$ cat src/rtl/psram_qpi_device.sv
// PSRAM device model with SPI/QPI command front end, backed by a byte memory port.
// sck is oversampled in the clk domain, so its high and low phases must each
// last at least 3 clk cycles. That leaves the prefetched byte time to land in
// rbuf before the next data nibble is driven.
module psram_qpi_device #(
  parameter int WAIT_CYCLES = 6
) (
  input  logic        clk,
  input  logic        rst_n,
  input  logic        sck,
  input  logic        ce_n,
  input  logic [3:0]  din,
  output logic [3:0]  dout,
  output logic        douten,
  output logic [23:0] mem_addr,
  output logic        mem_re,
  input  logic [7:0]  mem_rdata,
  output logic        mem_we,
  output logic [7:0]  mem_wdata
);

  typedef enum logic [2:0] {
    S_IDLE, S_CMD, S_ADDR, S_WAIT, S_RDATA, S_WDATA, S_SKIP
  } state_t;

  localparam logic [7:0] CMD_QPI_EN = 8'h35;
  localparam logic [7:0] CMD_QPI_EX = 8'hF5;
  localparam logic [7:0] CMD_READ   = 8'hEB;
  localparam logic [7:0] CMD_WRITE  = 8'h38;
  localparam logic [7:0] WAIT_LAST  = 8'(WAIT_CYCLES - 1);

  state_t      state, state_d;
  logic        sck_q, rise, fall;
  logic        qpi, qpi_d;
  logic [7:0]  cmd, cmd_d, cmd_shift;
  logic [23:0] addr, addr_d;
  logic [7:0]  cnt, cnt_d;
  logic        phase, phase_d;   // nibble select within the current byte
  logic [3:0]  hold, hold_d;     // high nibble of a byte being written
  logic [7:0]  rbuf, rbuf_d;
  logic        rd_pend;          // mem_re was high last cycle, data arrives now
  logic [3:0]  dout_d;
  logic        douten_d;
  logic [23:0] mem_addr_d;
  logic        mem_re_d, mem_we_d;
  logic [7:0]  mem_wdata_d;

  assign rise = sck & ~sck_q & ~ce_n;
  assign fall = ~sck & sck_q & ~ce_n;

  // Command shift: one bit per rise in SPI, one nibble per rise in QPI.
  assign cmd_shift = qpi ? {cmd[3:0], din} : {cmd[6:0], din[0]};

  // State register.
  always_ff @(posedge clk) begin
    if (!rst_n) state <= S_IDLE;
    else        state <= state_d;
  end

  // Next-state and next-value logic for the datapath and memory strobes.
  always_comb begin
    state_d     = state;
    qpi_d       = qpi;
    cmd_d       = cmd;
    addr_d      = addr;
    cnt_d       = cnt;
    phase_d     = phase;
    hold_d      = hold;
    rbuf_d      = rd_pend ? mem_rdata : rbuf;
    dout_d      = dout;
    douten_d    = douten;
    mem_addr_d  = mem_addr;
    mem_re_d    = 1'b0;
    mem_we_d    = 1'b0;
    mem_wdata_d = mem_wdata;

    case (state)
      S_IDLE: begin
        if (!ce_n) begin
          state_d = S_CMD;
          cnt_d   = '0;
          cmd_d   = '0;
          phase_d = 1'b0;
        end
      end
      S_CMD: begin
        if (rise) begin
          cmd_d = cmd_shift;
          cnt_d = cnt + 8'd1;
          if (cnt == (qpi ? 8'd1 : 8'd7)) begin
            cnt_d   = '0;
            state_d = S_SKIP;
            if (!qpi && cmd_shift == CMD_QPI_EN)     qpi_d = 1'b1;
            else if (qpi && cmd_shift == CMD_QPI_EX) qpi_d = 1'b0;
            else if (qpi && (cmd_shift == CMD_READ || cmd_shift == CMD_WRITE))
              state_d = S_ADDR;
          end
        end
      end
      S_ADDR: begin
        if (rise) begin
          addr_d = {addr[19:0], din};
          cnt_d  = cnt + 8'd1;
          if (cnt == 8'd5) begin
            cnt_d   = '0;
            phase_d = 1'b0;
            state_d = (cmd == CMD_READ) ? S_WAIT : S_WDATA;
          end
        end
      end
      S_WAIT: begin
        if (rise) begin
          cnt_d = cnt + 8'd1;
          if (cnt == WAIT_LAST) begin
            cnt_d      = '0;
            mem_re_d   = 1'b1;
            mem_addr_d = addr;
            phase_d    = 1'b0;
            state_d    = S_RDATA;
          end
        end
      end
      S_RDATA: begin
        if (fall) begin
          dout_d   = phase ? rbuf[3:0] : rbuf[7:4];
          douten_d = 1'b1;
          phase_d  = ~phase;
          // Low nibble out: prefetch the next byte so it is ready for the next fall.
          if (phase) begin
            addr_d     = addr + 24'd1;
            mem_re_d   = 1'b1;
            mem_addr_d = addr + 24'd1;
          end
        end
      end
      S_WDATA: begin
        if (rise) begin
          if (!phase) begin
            hold_d  = din;
            phase_d = 1'b1;
          end else begin
            mem_we_d    = 1'b1;
            mem_addr_d  = addr;
            mem_wdata_d = {hold, din};
            addr_d      = addr + 24'd1;
            phase_d     = 1'b0;
          end
        end
      end
      default: ;  // S_SKIP: ignore traffic until ce_n rises
    endcase

    // ce_n high aborts whatever is in flight; a half-written byte is dropped.
    if (ce_n) state_d = S_IDLE;
    if (state_d != S_RDATA) douten_d = 1'b0;
  end

  // Datapath, sck sampler and registered outputs.
  always_ff @(posedge clk) begin
    if (!rst_n) begin
      sck_q     <= 1'b0;
      qpi       <= 1'b0;
      cmd       <= '0;
      addr      <= '0;
      cnt       <= '0;
      phase     <= 1'b0;
      hold      <= '0;
      rbuf      <= '0;
      rd_pend   <= 1'b0;
      dout      <= '0;
      douten    <= 1'b0;
      mem_addr  <= '0;
      mem_re    <= 1'b0;
      mem_we    <= 1'b0;
      mem_wdata <= '0;
    end else begin
      sck_q     <= sck;
      qpi       <= qpi_d;
      cmd       <= cmd_d;
      addr      <= addr_d;
      cnt       <= cnt_d;
      phase     <= phase_d;
      hold      <= hold_d;
      rbuf      <= rbuf_d;
      rd_pend   <= mem_re;
      dout      <= dout_d;
      douten    <= douten_d;
      mem_addr  <= mem_addr_d;
      mem_re    <= mem_re_d;
      mem_we    <= mem_we_d;
      mem_wdata <= mem_wdata_d;
    end
  end

endmodule

$ cat config.mk
export PLATFORM = sky130hd
export DESIGN_NAME = psram_qpi_device
export DESIGN_NICKNAME = d
export VERILOG_FILES = /design/src/rtl/psram_qpi_device.sv
export SDC_FILE = /design/constraint.sdc
export NUM_CORES = 1
export LEC_CHECK = 0
export CAP_MARGIN = 0
export CORE_UTILIZATION = 50
export CTS_CLUSTER_DIAMETER = 200
export DETAILED_ROUTE_END_ITERATION = 8
export PLACE_DENSITY = 0.74
export SLEW_MARGIN = 10
export SYNTH_ARGS = -nofsm -noshare
export SYNTH_HDL_FRONTEND = slang
export SYNTH_SLANG_ARGS = --single-unit
$ cat constraint.sdc
create_clock -name clk -period 2.5 [get_ports clk]
set_clock_uncertainty 0.15 [all_clocks]
set_input_delay 0.375 -clock clk [delete_from_list [all_inputs] [get_ports clk]]
set_output_delay 0.375 -clock clk [all_outputs]
set_load 0.02 [all_outputs]
# After elaboration in Yosys (flattened, before gate mapping)
# Index checks and enable logic that the tools add are counted.
# totals
reg_bits	98
in_bits	16
output_inout_bits	39
wordCells	124
# op_classes
add_sub_neg	2
eq_ne	24
n_mux	49
bitwise	9
n_reduce_logical	24
# ops
operator	n
$mux W24	10
$pmux W24 S3	2
$mux W8	7
$mux W3	12
$add A24 B1 Y24 const B	1
$eq A8 B8 Y1 const B	3
$pmux W8 S3	1
$ne A2 B2 Y1 const B	9
$eq A8 B6 Y1 const B	2
$pmux W8 S2	1
$mux W1	12
$pmux W3 S4	1
$reduce_and A3 Y1	4
$reduce_and A4 Y1	3
$reduce_bool A3 Y1	3
$add A8 B1 Y8 const B	1
$eq A8 B3 Y1	1
$eq A8 B3 Y1 const B	1
$reduce_and A7 Y1	1
$eq A3 B2 Y1 const B	2
$eq A3 B3 Y1 const B	2
$reduce_and A6 Y1	1
$not A1 Y1	5
$and A1 B1 Y1	4
14 further kinds	19

# Longest topological paths before layout
# Gate-level depths: netlist of the first run.
# depth
ltp_word	13
ltp_mapped	9
ltp_nobuf	7

# Least setup slack after synthesis of the first run
# No wires, ideal clock.
# synth_timing
kind	in2reg
start	in ce_n
end	reg mem_addr[6]
t_arrival_ns	1.846
path_slack_ns	0.370
path_stages	7
path_cell_list	buf_6 > or3b_2 > nor4_4 > a221o_1 > buf_6 > buf_2 > a211oi_1
# synth_via
elab_chain_len	4
word_cells_on_any_way	7
# synth_lines
element	line	rtl
start, declared	11	input logic ce_n,
$not A1 Y1 (*)	48, 49	
$and A1 B1 Y1, on equally long branches	49, 48	
$ne A2 B2 Y1 (no source line)	--	
$reduce_and A7 Y1 (no source line) (*)	--	
end signal, assigned	188	mem_addr <= mem_addr_d;
end, declared	15	output logic [23:0] mem_addr,
# Mark *: on every way between the ends. The rest lies on a longest branch, timed or not.
# A chain may end at the register's enable or synchronous reset.

# Worst setup path after layout of the first run
# layout_timing
start	reg cnt[3]
end	reg qpi
# layout_via
elab_chain_len	2
# layout_lines
element	line	rtl
start, declared	37	logic [7:0] cnt, cnt_d;
start signal, assigned	181	cnt <= cnt_d;
$eq A8 B3 Y1	90	if (cnt == (qpi ? 8'd1 : 8'd7)) begin
$reduce_and A4 Y1 (no source line)	--	
end signal, assigned	178	qpi <= qpi_d;
end, declared	34	logic qpi, qpi_d;
# No other way between the ends.

==> results of run 1 <==
[cell families after synthesis]
kind of cell    count (synthesis)  share of synthesized area
fa+ha+maj                       3                   0.007180
mux                            38                    0.07322
simple gates                  259                     0.2537
compound gates                158                     0.1934
xor+xnor                       25                    0.04188
flops                          98                     0.3752
buf+inv                        65                    0.05552
[registers in the layout, summed over array words and instances, names as in the netlist, 3 cells and up]
name       count
addr          24
cmd            8
cnt            8
dout           4
hold           4
mem_addr      24
mem_wdata      8
rbuf           8
state          3
[critical path, stage by stage, from the launching register on]
cell      delay, ns
dfxtp_1        0.36
or4_4          0.59
a211oi_1       0.42
and3_1         0.31
nand2_1        0.08
o32ai_1        0.30
[metal layers]
layer	GRT usage	vias up	routed length (µm)
li1	-	2441	-
met1	0.3089	2269	5548
met2	0.4201	174	6371
met3	0.03759	16	837
met4	0.06122	0	186
met5	0	-	0
[final cells by class]
| cell class | count | share of cell area |
|---|---|---|
| timing repair buffer | 103 | 0.1554 |
| tap | 133 | 0.02629 |
| clock inverter | 6 | 0.01127 |
| inverter | 7 | 0.004151 |
| sequential | 98 | 0.3099 |
| multi-input combinational | 483 | 0.4712 |
| clock buffer | 10 | 0.02174 |
[per-stage QoR]
step	util	power, µW	hold WS [ns]
floorplan	-	1678	0.3096
global placement	0.6149	1747	0.3073
detailed placement	0.6149	1749	0.3240
CTS	0.6359	2830	0.3454
global route	0.6359	2907	0.3589
finish	0.6359	2808	0.3352
[worst paths after layout]
check	end	slack, ns	from
max	qpi$_SDFFE_PN0P_	0.19	cnt[3]$_SDFFE_PN0P_
min	rd_pend$_SDFF_PN0_	0.34	mem_re$_SDFF_PN0_
max reg2reg	qpi$_SDFFE_PN0P_	0.19	cnt[3]$_SDFFE_PN0P_
min reg2reg	rd_pend$_SDFF_PN0_	0.34	mem_re$_SDFF_PN0_
[synthesized netlist by cell type, types with 5 or more instances]
master | number | share of area
o21ai_0 | 31 | 0.030
clkbuf_1 | 37 | 0.027
nand3_1 | 24 | 0.023
xor2_1 | 7 | 0.012
a31oi_1 | 8 | 0.0096
a21oi_1 | 41 | 0.039
and3_1 | 5 | 0.0060
or2_2 | 8 | 0.0096
a211oi_1 | 17 | 0.024
nor3_1 | 18 | 0.017
inv_1 | 7 | 0.0050
o21ai_1 | 9 | 0.0086
nor4_1 | 8 | 0.0096
xnor2_1 | 18 | 0.030
nand2_1 | 53 | 0.038
dfxtp_1 | 98 | 0.38
nor3b_1 | 8 | 0.011
nor2b_1 | 7 | 0.0084
o31ai_1 | 12 | 0.017
mux2i_1 | 36 | 0.069
nand2b_1 | 7 | 0.0084
nand4_1 | 8 | 0.0096
a31o_2 | 5 | 0.0084
buf_2 | 14 | 0.013
nor2_1 | 84 | 0.060
[power by group through the flow]
stage	logic, µW	registers [µW]	clock network, µW
CTS	140	1570	1120
global placement	137	1610	0
floorplan	74.3	1600	0
finish	141	1570	1090
detailed placement	139	1610	0
global route	152	1580	1180
[cells in the final DEF, fill, tap and decap left out, types with 17 or more instances in the layout]
cell	Yosys	layout
a21oi_1	41	40
mux2i_1	36	36
xnor2_1	18	18
a211oi_1	17	17
clkdlybuf4s50_1	0	54
nor3_1	18	18
nand3_1	24	24
dfxtp_1	98	98
buf_4	1	43
nor2_1	84	84
o21ai_0	31	31
nand2_1	53	53
==> summary.md, run 1 <==
| Metric | Value |
|---|---|
| Min-Delay Path Class | `reg -> reg` |
| Worst slew margin | `0.6009` |
| Ys flop type | `dfxtp_1` |
| Placed cell areas | `0.006121 mm²` |
| Initial antenna violation count | `0` |
| Fmax | `432.3 MHz` |
| Layout Cells excl Fill | `840` |
| RSZ-0062 raised after global routing | `false` |
| Fin Setup TNS | `0 ns` |
| Clock Sink Count | `98` |
| Leakage power | `0.002062 µW` |
| WL/cell | `15.41 µm` |
| Synth unique cells | `67` |
| Seq/Total Area, Yosys | `0.3752` |
| Core area | `0.009955 mm²` |
| Post-place setup slack | `-0.1876 ns` |
| ANT cells | `0` |
| Syn Nets | `665` |
| Switching power | `676.5 µW` |
| HPWL after detailed placement | `8909 µm` |
| Nets | `721` |
| Multi-input gate area | `0.002983 mm²` |
| Gpl congestion | `around 0.87` |
| Int Power | `2131 µW` |
| # port buffers | `54` |
| Layout cell share with drive strength beyond 1 | `0.1259` |
| Hold_buf cts | `0` |
| Clock power share | `0.389` |
| H-tree levels | `3` |
| Hold Fails Final Rpt | `0` |
| Gate power share | `0.050` |
| Design area | `~0.0063 mm²` |
| Starting Density | `0.5253` |
| FF/Latch Area | `0.001962 mm²` |
| P&R area growth vs syn | `21.06%` |
| Async S/R FF share, synth | `0` |
| R2R depth | `5` |
| Clock Tree Root | `clkbuf_8` |
| Startpoint Class | `flop` |
| Worst EP arrival | `2.42 ns` |
| Finish-stage setup viols | `0` |
| Yosys reg bits | `98` |
| Total GRT Usage | `0.2412` |
| Avg Inst Size Synth | `slightly above 8 µm²` |
| Clock latency at the later pin of the worst-skew pair | `0.36 ns` |
| Fillcell total | `865` |
| Post-synth EDFFs | `0` |
| Status | `complete, no violations` |
| Row cnt | `36` |
| Drt pass-1 iters | `5` |
| CP endpoint kind | `flop` |
| Reg power frac | `0.561` |
| Cells after DPL | `824` |
| Die area | `0.01087 mm²` |
| Grt total ovfl | `0` |
| Mapped Cells | `646` |
| VDD IR-drop max | `303.0 µV` |
| Fin crit share | `0.9253` |
| Die Ht | `104.3 µm` |
| First-pass GRT wire length | `21830 µm` |
| CTS tree | `built` |
| DRT iter0 DRCs | `297` |
| Total CTS buffers | `9` |
| Total I/O pin count | `55` |
| Vias per inst | `slightly below 6` |
| Yosys warnings | `0` |
| WL final | `between 10000 and 15000 µm` |
| Post-cts sizing count | `0` |
| Largest net degree at the start of global routing | `58` |
| Pwr Density | `443.6 mW/mm²` |
| Worst Path Max Fanout | `5` |
| Clock Path Buffers | `2` |
| Switch share | `0.2409` |
| Post-route antenna net violation count | `0` |
| Vias | `between 4000 and 5000` |
| Drc violations | `0` |
| Pins Over Slew Limit | `0` |
| Hold path cells | `1` |
| Final Critical Period | `2.313 ns` |
| Crit Path Class | `reg -> reg` |
| # Post-CTS Setup Buffers | `0` |
| Die W | `104.3 µm` |
| Synth Cell Area | `0.005229 mm²` |
| Worst endpoint required time | `2.61 ns` |
| Worst slew pin tran | `0.5978 ns` |
| Worst-path clk slew | `roughly 0.10 ns` |
| MaxCap Viol Count | `0` |
| Vias in the first global route | `around 4600` |
| Setup WS post-layout | `about 0.19 ns` |
Power figures use the tool's default switching activity.
==> run 2, diff against run 1 <==
Settings changed: CORE_MARGIN set to 1.5.
==> summary.md, run 2 (same netlist as run 1, synthesis figures left out) <==
| Metric | Value |
|---|---|
| Post-route antenna net violation count | `0` |
| Hold slack | `~0.34 ns` |
| Die W | `105.3 µm` |
| Worst EP arrival | `roughly 2.4 ns` |
| Worst-path clk slew | `0.10 ns` |
| Final Total Pwr | `2810 µW` |
| Most common cell after layout, fill and taps aside | `dfxtp_1` |
| Crit Path Class | `reg -> reg` |
| Vias per inst | `5.895` |
| Pwr Density | `444.7 mW/mm²` |
| Most frequent cells in the layout | `98 x dfxtp_1, 84 x nor2_1, 54 x clkdlybuf4s50_1` |
| Fillcell total | `886` |
| HPWL after detailed placement | `9102 µm` |
| Largest regs | `addr (24), mem_addr (24)` |
| Placed cell areas | `0.006110 mm²` |
| Worst endpoint required time | `between 2 and 3 ns` |
| Largest net degree at the start of global routing | `58` |
| Hold Fails Final Rpt | `0` |
| Fin Setup TNS | `0 ns` |
| Drc violations | `0` |
| Fin crit share | `0.9190` |
| Row cnt | `37` |
| ANT cells | `0` |
| Worst slew pin tran | `0.6132 ns` |
| R2R depth | `5` |
| Leakage power | `slightly above 0.002 µW` |
| Final Critical Period | `2.298 ns` |
| CTS tree | `built` |
| Finish-stage setup viols | `0` |
| Total CTS buffers | `9` |
| Min-Delay Path Class | `reg -> reg` |
| Clock Tree Root | `clkbuf_8` |
| Clock Sink Count | `98` |
| P&R area growth vs syn | `20.84%` |
| Design area | `0.006319 mm²` |
| Worst-path cell chain | `or4_4 -> a211oi_1 -> nand3_1 -> nor4b_1 -> o32ai_1` |
| Post-cts sizing count | `0` |
| H-tree levels | `3` |
| Vias | `4987` |
| Die area | `0.01108 mm²` |
| Vias in the first global route | `4765` |
| Drt pass-1 iters | `5` |
| Total I/O pin count | `55` |
| Nets | `724` |
| CP endpoint kind | `flop` |
| HP Start | `mem_re$_SDFF_PN0_` |
| First-pass GRT wire length | `22440 µm` |
| Grt total ovfl | `0` |
| DRT iter0 DRCs | `240` |
| Post-place setup slack | `-0.1732 ns` |
| Status | `complete, no violations` |
| Fmax | `435.2 MHz` |
| Layout cell share with drive strength beyond 1 | `0.1296` |
| Clock Path Buffers | `2` |
| Starting Density | `0.5111` |
| WL final | `13030 µm` |
| VDD IR-drop max | `349.2 µV` |
| Hold path cells | `1` |
| Pins Over Slew Limit | `0` |
| RSZ-0062 raised after global routing | `false` |
| CP max stage delay | `0.60 ns` |
| Worst slew margin | `0.5906` |
| WL/cell | `between 15 and 20 µm` |
| Clock latency at the later pin of the worst-skew pair | `0.38 ns` |
| Worst Path Max Fanout | `5` |
| Core area | `roughly 0.010 mm²` |
| Slowest cell on the critical path | `or4_4` |
| Hold_buf cts | `0` |
| CP startpoint | `cnt[3]$_SDFFE_PN0P_` |
| MaxCap Viol Count | `0` |
| # Post-CTS Setup Buffers | `0` |
| Worst flop-to-flop path startpoint | `cnt[3]$_SDFFE_PN0P_` |
| Startpoint Class | `flop` |
| Total GRT Usage | `0.2450` |
| Initial antenna violation count | `0` |
| Die Ht | `between 100 and 150 µm` |
| Gpl congestion | `around 0.86` |
| Setup WS post-layout | `0.2025 ns` |
| # port buffers | `54` |
==> run 2: cell type report <==
cell class / instances / area (µm²) / area share
multi-input combinational: 483 / 2983 / 0.4721
sequential: 98 / 1962 / 0.3105
timing repair buffer: 106 / 968.4 / 0.1533
tap: 136 / 170.2 / 0.02693
clock buffer: 10 / 137.6 / 0.02178
clock inverter: 6 / 71.32 / 0.01129
inverter: 7 / 26.28 / 0.004158
==> run 2: path summary, 6_finish.rpt <==
kind,endpoint,slack (ns)
hold reg to reg,rd_pend$_SDFF_PN0_,0.34
setup reg to reg,qpi$_SDFFE_PN0P_,0.20
setup / recovery,qpi$_SDFFE_PN0P_,0.20
hold / removal,rd_pend$_SDFF_PN0_,0.34
==> run 2: critical path: cells and delay by family, from the launching register on <==
family,cells,cell delay [ns]
flops,1,0.36
compound gates,2,0.57
simple gates,3,1.09
==> run 2: report_power, final <==
part	internal [µW]	switching (µW)
Clock	503	592
Combinational	64.7	76.1
Sequential	1560	10.4
==> run 2: per-layer routing <==
layer | vias to the layer above | track usage | wire (µm)
met3 | 20 | 0.03896 | 709
met4 | 0 | 0.08415 | 171
met2 | 172 | 0.4220 | 6470
li1 | 2442 | - | -
met1 | 2353 | 0.3108 | 5681
met5 | - | 0 | 0
==> run 2: stage by stage <==
step | utilization | std cells
3_5_place_dp | 0.5972 | 830
3_3_place_gp | 0.5972 | 830
2_1_floorplan | - | 646
5_1_grt | 0.6176 | 846
6_report | 0.6176 | 846
4_1_cts | 0.6176 | 846
